[src/rtl/fpio_arb_pkg.sv]
// fpio_arb_pkg: state encoding and grant-index sizing shared by the FPIO TX arbiter.
package fpio_arb_pkg;
    typedef enum logic {IDLE = 1'b0, LOCKED = 1'b1} arb_state_t;
    localparam int N_REQ_MAX = 8;
    localparam int GID_W_MAX = $clog2(N_REQ_MAX);
    function automatic int gid_w(input int n);
        return (n > 1) ? $clog2(n) : 1;
    endfunction
endpackage

[src/rtl/fpio_rr_sel.sv]
// fpio_rr_sel: picks the first eligible requester at or after ptr, wrapping upward.
module fpio_rr_sel import fpio_arb_pkg::*; #(
    parameter int N_REQ = 4
) (
    input  logic [N_REQ-1:0]        elig,
    input  logic [gid_w(N_REQ)-1:0] ptr,
    output logic                    found,
    output logic [gid_w(N_REQ)-1:0] idx
);
    localparam int GW = gid_w(N_REQ);
    // The second pass overrides the first, so indices at/after ptr win over wrapped ones.
    always_comb begin
        found = 1'b0;
        idx = '0;
        for (int j = N_REQ - 1; j >= 0; j--) begin
            if (elig[j] && j < int'(ptr)) begin
                found = 1'b1;
                idx = GW'(j);
            end
        end
        for (int j = N_REQ - 1; j >= 0; j--) begin
            if (elig[j] && j >= int'(ptr)) begin
                found = 1'b1;
                idx = GW'(j);
            end
        end
    end
endmodule

[src/rtl/fpio_tx_arb.sv]
// fpio_tx_arb: packet-locked round-robin merge of N_REQ beat streams into one
// registered output stream toward the FPIO output FIFO.
module fpio_tx_arb import fpio_arb_pkg::*; #(
    parameter int N_REQ      = 4,
    parameter int DATA_WIDTH = 32
) (
    input  logic                        clk,
    input  logic                        rstn,
    input  logic [N_REQ-1:0]            en_mask,
    input  logic [N_REQ-1:0]            req_valid,
    input  logic [N_REQ*DATA_WIDTH-1:0] req_data,
    input  logic [N_REQ-1:0]            req_last,
    output logic [N_REQ-1:0]            req_ready,
    output logic                        out_valid,
    output logic [DATA_WIDTH-1:0]       out_data,
    output logic                        out_last,
    input  logic                        out_ready,
    output logic [gid_w(N_REQ)-1:0]     grant_id,
    output logic                        busy
);
    localparam int GW = gid_w(N_REQ);
    arb_state_t state, state_nxt;
    logic [GW-1:0] rr_ptr;
    logic [GW-1:0] pick;
    logic found;
    logic take;
    logic take_last;
    logic [DATA_WIDTH-1:0] data_arr [N_REQ];

    for (genvar g = 0; g < N_REQ; g++) begin : g_slice
        assign data_arr[g] = req_data[g*DATA_WIDTH +: DATA_WIDTH];
    end

    fpio_rr_sel #(.N_REQ(N_REQ)) u_sel (
        .elig  (req_valid & en_mask),
        .ptr   (rr_ptr),
        .found (found),
        .idx   (pick)
    );

    assign busy = (state == LOCKED);
    assign take = req_valid[grant_id] && req_ready[grant_id];
    assign take_last = take && req_last[grant_id];

    // Only the owner is ever ready, and only when the output register can take a beat.
    always_comb begin
        req_ready = '0;
        req_ready[grant_id] = busy && (!out_valid || out_ready);
    end

    always_comb begin
        state_nxt = state;
        if (state == IDLE)
            state_nxt = found ? LOCKED : IDLE;
        else
            state_nxt = take_last ? IDLE : LOCKED;
    end

    always_ff @(posedge clk or negedge rstn) begin
        if (!rstn)
            state <= IDLE;
        else
            state <= state_nxt;
    end

    always_ff @(posedge clk or negedge rstn) begin
        if (!rstn) begin
            rr_ptr    <= '0;
            grant_id  <= '0;
            out_valid <= 1'b0;
            out_data  <= '0;
            out_last  <= 1'b0;
        end else begin
            if (state == IDLE && found)
                grant_id <= pick;
            if (take_last)
                rr_ptr <= (grant_id == GW'(N_REQ - 1)) ? '0 : grant_id + GW'(1);
            if (take) begin
                out_valid <= 1'b1;
                out_data  <= data_arr[grant_id];
                out_last  <= req_last[grant_id];
            end else if (out_ready) begin
                out_valid <= 1'b0;
            end
        end
    end
endmodule

[config.mk]
export PLATFORM = sky130hd
export DESIGN_NAME = fpio_tx_arb
export DESIGN_NICKNAME = d
export VERILOG_FILES = /design/src/rtl/fpio_arb_pkg.sv /design/src/rtl/fpio_rr_sel.sv /design/src/rtl/fpio_tx_arb.sv
export SDC_FILE = /design/constraint.sdc
export NUM_CORES = 1
export LEC_CHECK = 0
export CORE_AREA = 2 2 121 64
export CTS_CLUSTER_DIAMETER = 120
export DETAILED_ROUTE_END_ITERATION = 10
export DIE_AREA = 0 0 123 66
export PLACE_DENSITY = 0.85
export SETUP_SLACK_MARGIN = 0.15
export SLEW_MARGIN = 20
export SYNTH_ARGS = -nofsm -noshare
export SYNTH_HDL_FRONTEND = slang
export SYNTH_SLANG_ARGS = --single-unit
export TNS_END_PERCENT = 5
[constraint.sdc]
create_clock -name clk -period 5.9 [get_ports clk]
set_input_delay 0.59 -clock clk [delete_from_list [all_inputs] [get_ports clk]]
set_output_delay 0.59 -clock clk [all_outputs]
set_load 0.03 [all_outputs]
# ---- Word-level counts from Yosys, hierarchy flattened
# Cells that the tools add are included.
dict set report op_classes {
  reduce_logical 14
  mux 31
  eq_ne 1
  bitwise_logic 4
  addsub 1
  n_lt_le_gt_ge 9
}
# op count
set ops {}
lappend ops {{32-bit binary-select mux with 2-bit select} 1}
lappend ops {{32-bit two-way mux} 2}
lappend ops {{1-bit two-way mux} 16}
lappend ops {{2-bit two-way mux} 8}
lappend ops {{1-bit logical AND} 11}
lappend ops {{4-bit bitwise AND} 2}
lappend ops {{1-bit binary-select mux with 2-bit select} 3}
lappend ops {{1-bit by 2-bit >= comparator with 1-bit output, first input constant} 2}
lappend ops {{1-bit by 2-bit < comparator with 1-bit output, first input constant} 2}
lappend ops {{3-bit >= comparator, second input constant} 1}
lappend ops {{2-bit by 3-bit < comparator with 1-bit output, second input constant} 1}
lappend ops {{2-bit inverter with 3-bit output} 1}
lappend ops {{2-bit by 1-bit adder with 2-bit output, second input constant} 1}
lappend ops {{1-bit demux with 2-bit select} 1}
lappend ops {{2-bit equality test, second input constant} 1}
lappend ops {{2-bit by 1-bit >= comparator with 1-bit output, second input constant} 1}
lappend ops {{2-bit >= comparator, first input constant} 1}
lappend ops {{2-bit < comparator, first input constant} 1}
lappend ops {{2-bit nonzero test} 1}
lappend ops {{1-bit logical NOT} 1}
lappend ops {{1-bit logical OR} 1}
lappend ops {{1-bit inverter} 1}
dict set report word_totals {
  output_inout_bits 41
  reg_bits 39
  in_bits 143
}

# ---- Depth between registers and ports, before layout
dict set report logic_depth {
  word_depth 11
  ltp_mapped 9
  mapped_depth_nobuf 6
}

# ---- Modules after synthesis
# From an unflattened synthesis, not the netlist that was laid out.
dict set report unflattened {
  hier_cells 168
  area_unflattened_um2 2678.8
}
# module area_per_inst_um2 cells_per_inst seq_area_each_um2 n_inst
set modules_own_cells {}
lappend modules_own_cells {fpio_tx_arb 2605.0 156 975.9 1}
lappend modules_own_cells {fpio_rr_sel 73.8 12 0.0 1}

# ---- Least setup slack after synthesis
# No wires, ideal clock.
dict set report synth_path {
  kind {flip-flop to flip-flop}
  startpoint {register grant_id[0]}
  endpoint {register out_data[12]}
  arrival_time_ns 2.149
  n_path_buf 3
  period_less_slack_ns 2.274
  path_slack_ns 3.626
  setup_ns 0.125
  t_required_ns 5.775
  path_stages_with_launch 10
  cell_sequence {dfrtp_1 > buf_6 > inv_1 > ha_1 > and4b_1 > a41oi_2 > a21o_1 > buf_6 > buf_6 > mux2_4}
}
dict set report synth_via {
  elab_chain_cells 8
  elab_cells_between_ends 15
  cone_classes {order compare (2); mux (9); bitwise (2); reduce/logical (2)}
}
# item line_no
set synth_rtl {}
lappend synth_rtl {{start: declaration} fpio_tx_arb.sv:18} ;# output logic [gid_w(N_REQ)-1:0] grant_id,
lappend synth_rtl {{start signal: assignment} fpio_tx_arb.sv:75} ;# grant_id <= pick;
lappend synth_rtl {{2-bit by 3-bit < comparator with 1-bit output (not written as such) / 2-bit by 1-bit >= comparator with 1-bit output (equally long branches)} fpio_tx_arb.sv:48} ;# req_ready[grant_id] = busy && (!out_valid || out_ready);
lappend synth_rtl {{1-bit logical AND} fpio_tx_arb.sv:48}
lappend synth_rtl {{1-bit two-way mux (not written as such)} fpio_tx_arb.sv:48}
lappend synth_rtl {{1-bit demux with 2-bit select} fpio_tx_arb.sv:48}
lappend synth_rtl {{4-bit bitwise AND (no line)} --}
lappend synth_rtl {{1-bit binary-select mux with 2-bit select} fpio_tx_arb.sv:42} ;# assign take = req_valid[grant_id] && req_ready[grant_id];
lappend synth_rtl {{1-bit two-way mux (not written as such)} fpio_tx_arb.sv:42}
lappend synth_rtl {{1-bit logical AND} fpio_tx_arb.sv:42}
lappend synth_rtl {{end signal: assignment} fpio_tx_arb.sv:80} ;# out_data <= data_arr[grant_id];
lappend synth_rtl {{end: declaration} fpio_tx_arb.sv:15} ;# output logic [DATA_WIDTH-1:0] out_data,
# Several ways; a longest one is shown, not always the timed one. The select of a mux whose other input is x is not followed.
# A chain may end at the register's enable or synchronous reset.

# ---- Final worst setup path
dict set report layout_path {
  startpoint {register grant_id[1]}
  endpoint {output port req_ready[0]}
}
dict set report layout_via {
  elab_chain_cells 5
  elab_cells_between_ends 6
  cone_classes {order compare (2); mux (2); bitwise (1); reduce/logical (1)}
}
# item line_no
set layout_rtl {}
lappend layout_rtl {{2-bit by 3-bit < comparator with 1-bit output (not written as such) / 2-bit by 1-bit >= comparator with 1-bit output (equally long branches)} fpio_tx_arb.sv:48}
lappend layout_rtl {{1-bit logical AND} fpio_tx_arb.sv:48}
lappend layout_rtl {{1-bit two-way mux (not written as such)} fpio_tx_arb.sv:48}
lappend layout_rtl {{1-bit demux with 2-bit select *} fpio_tx_arb.sv:48}
lappend layout_rtl {{4-bit bitwise AND (no line) *} --}
lappend layout_rtl {{end: declaration} fpio_tx_arb.sv:13} ;# output logic [N_REQ-1:0] req_ready,
# Mark *: on every way between the ends. The rest lies on a longest branch, timed or not.

==> reports/metrics.cfg <==
[route]
drt_pass1_iterations = 4
wl_um = 7970
route.detailed.wl_per_inst_um = 18.0
drt_iter0_markers = 65
post_drt_via_cell_ratio = 5.05
drc = 0
antenna_violating_nets_post_route = 0
route.vias.total = 2235

[timing]
rsz_0062_raised_after_global_routing = no
worst_clock_skew_ps = 7.42
final.hold.worst_slack_ps = 427
count_of_final_setup_violators = 0
period_utilization_pct = 53.4
least_margin_pin_slew_ps = 1050
min_period_ps = 3150
slew_headroom_pct = 29.9
timing.setup.tns_ps = 0
slew_viol_final = 0
achievable-frequency_ghz = 0.317
final-hold-violation-count = 0

[cts]
post_cts_buffers = 0
cts_repair_resize_count = 0
cts_inserted_buffers = 5
insertion_delay_ps = 280
cts_num_sinks = 39
h-tree-depth = 2
cts.reportedPaths.clkPinSlew_ps = 50
max-clock-path-buffers = 2
postCtsHoldBufs = 0
clock-root-buffer = clkbuf_16
tritoncts = yes

[synth]
synth_top_area_share_pct = 37.2
synthAdderAreaFrac_pct = 1.91
dominantRegCellSynth = dfrtp_1
synth_top_family_by_area = multiplexers
synth.lib_cells_used.distinct = 31
synth.area.mux_share_pct = 46.3
ys.warnings.count = 0
synth_compound_gate_area_share_pct = 5.92
netlist_area_um2 = 2620
post_synth_inst_count = 167
ys_async_sr_fraction_pct = 100
post_synth_xor_area_fraction_pct = 0
synth.avg_cell_area_um2 = 15.7
netlist_top_cells_area = dfrtp_1, mux4_2, mux2_4
synth_top_area_cell = dfrtp_1
synth_edf_count = 0
register_bit_count_reported_by_yosys = 39
synth-simple-area-share_pct = 4.44
mappedNetlistNets = 314
synth_seq_area_share_pct = 37.2

[run]
max_cap_check_violation_count = 0

[cells_and_area]
area_grow_syn2layout_pct = 76.4
layout_cell_share_with_drive_strength_beyond_1_pct = 21.3
multi_input_comb_area_um2 = 1540
antennaDiodeCount = 0
nets = 493
layout.area.seq_um2 = 978
num-fill-cells = 524

[floorplan]
io_pins = 184
rows = 22
design.die.area_um2 = 8120
chipWidth_um = 123
coreArea_um2 = 7100
initial_util_pct = 36.9
dieHeight_um = 66

[global_route]
vias_in_the_first_global_route = 2335
global_route_wire_length_before_repair_um = 11700
number_of_antenna_violations_at_the_first_check_in_global_routing = 0
overflow = 0
grt_max_degree = 42
grtUsageTotal_pct = 19.3

[critical_path]
ff2ff_path_depth = 5
path_class = reg -> out
reg2reg_to = out_data[9]
critical_path_required_ps = 5310
worst_ep_arrival_time_ps = 2560
kind_of_capture_point_of_the_worst_setup_path = output port
reg_to_reg_startpoint = grant_id[1]
largest_fanout_on_the_critical_path = 41
start_kind = flop
setup.reg_to_reg.worst_slack_ps = 2760

[run_status]
status = completed

[pwr]
power.ir.vdd_worst_mv = 0.201
power.density_nw_per_um2 = 475
leakage_dissipation_nw = 1.88

[worst_hold_path]
worst_hold_path_type = in -> async

[place]
post-dp-hpwl_um = 6300
place_congestion = 0.860
port_buffers = 183

state kept, by name (all words and copies together), names as in the netlist:
register,cells
out_data,32
grant_id,2
rr_ptr,2
busy,1
out_last,1
out_valid,1
stage by stage:
stage	setup WS (ps)	instance area (µm²)	power, mW	instances	util, %
after detailed placement	2760	4490	1.96	435	63.2
after CTS	2750	4620	2.23	443	65.1
after floorplan	3630	2620	1.48	167	-
final	2750	4620	2.20	443	65.1
after global placement	2860	4490	1.93	435	63.2
after global routing	2550	4620	2.32	443	65.1
cell families after synthesis:
family / count (synthesis)
and+or+nand+nor: 22
buffers and inverters: 16
AOI/OAI and AO/OA: 19
DFF: 39
adders and majority gates: 4
muxes: 67
worst max path at each step:
stage                           start      endpoint  slack, ps
after floorplan           grant_id[0]  out_data[12]       3630
after global placement    grant_id[1]  out_data[10]       2860
after detailed placement  grant_id[1]   out_data[7]       2760
after CTS                 grant_id[1]  req_ready[0]       2750
after global routing      grant_id[1]   out_data[8]       2550
final                     grant_id[1]  req_ready[0]       2750
placed cells by master (no fill, tap or decap), types with 2 or more instances in the layout:
| cell | n |
|---|---|
| dfrtp_1 | 37 |
| a21oi_1 | 2 |
| nand2_1 | 8 |
| nand3_1 | 4 |
| and3_1 | 4 |
| clkbuf_16 | 5 |
| mux2_1 | 6 |
| mux4_2 | 32 |
| a41oi_2 | 2 |
| nand2b_1 | 2 |
| mux2_4 | 27 |
| clkbuf_1 | 2 |
| o21ai_0 | 5 |
| ha_1 | 4 |
| inv_1 | 4 |
| clkdlybuf4s50_1 | 182 |
| dfrtp_2 | 2 |
where the power goes:
| group | internal (mW) | switching (mW) |
|---|---|---|
| Combinational | 0.780 | 0.611 |
| Clock | 0.156 | 0.0951 |
| Sequential | 0.408 | 0.147 |
| Total | 1.34 | 0.853 |
worst max-delay path: stages (launching register included):
cell and delay (ps):
dfrtp_2 970, inv_1 260, ha_1 280, and3_1 170
clkdlybuf4s50_1 580
area by class of cell:
class                           instances  area share [%]
Inverter                                4           0.325
Sequential cell                        39            21.2
Multi-Input combinational cell        112            33.3
Timing Repair Buffer                  184            39.7
Clock inverter                          1           0.108
Clock buffer                            7            2.87
Tap cell                               96            2.60
metal layers:
layer	share of wire [%]	up-vias	GRT usage [%]
li1	-	1032	-
met1	41	1091	24.3
met2	47	110	31.8
met3	12	2	8.10
met4	0.34	0	3.41
met5	0	-	0
Yosys cell counts, types with 2 or more instances:
library cell   n
and3_1         4
nand3_1        4
buf_6          6
mux2_4        27
a41oi_2        2
o21ai_0        5
buf_2          3
nand2_1        8
a21oi_1        2
ha_1           4
dfrtp_1       39
inv_1          4
mux2_1         6
a21o_1         2
clkbuf_1       3
nand2b_1       2
mux4_2        32
No activity file was read; power rests on OpenSTA's default activity.
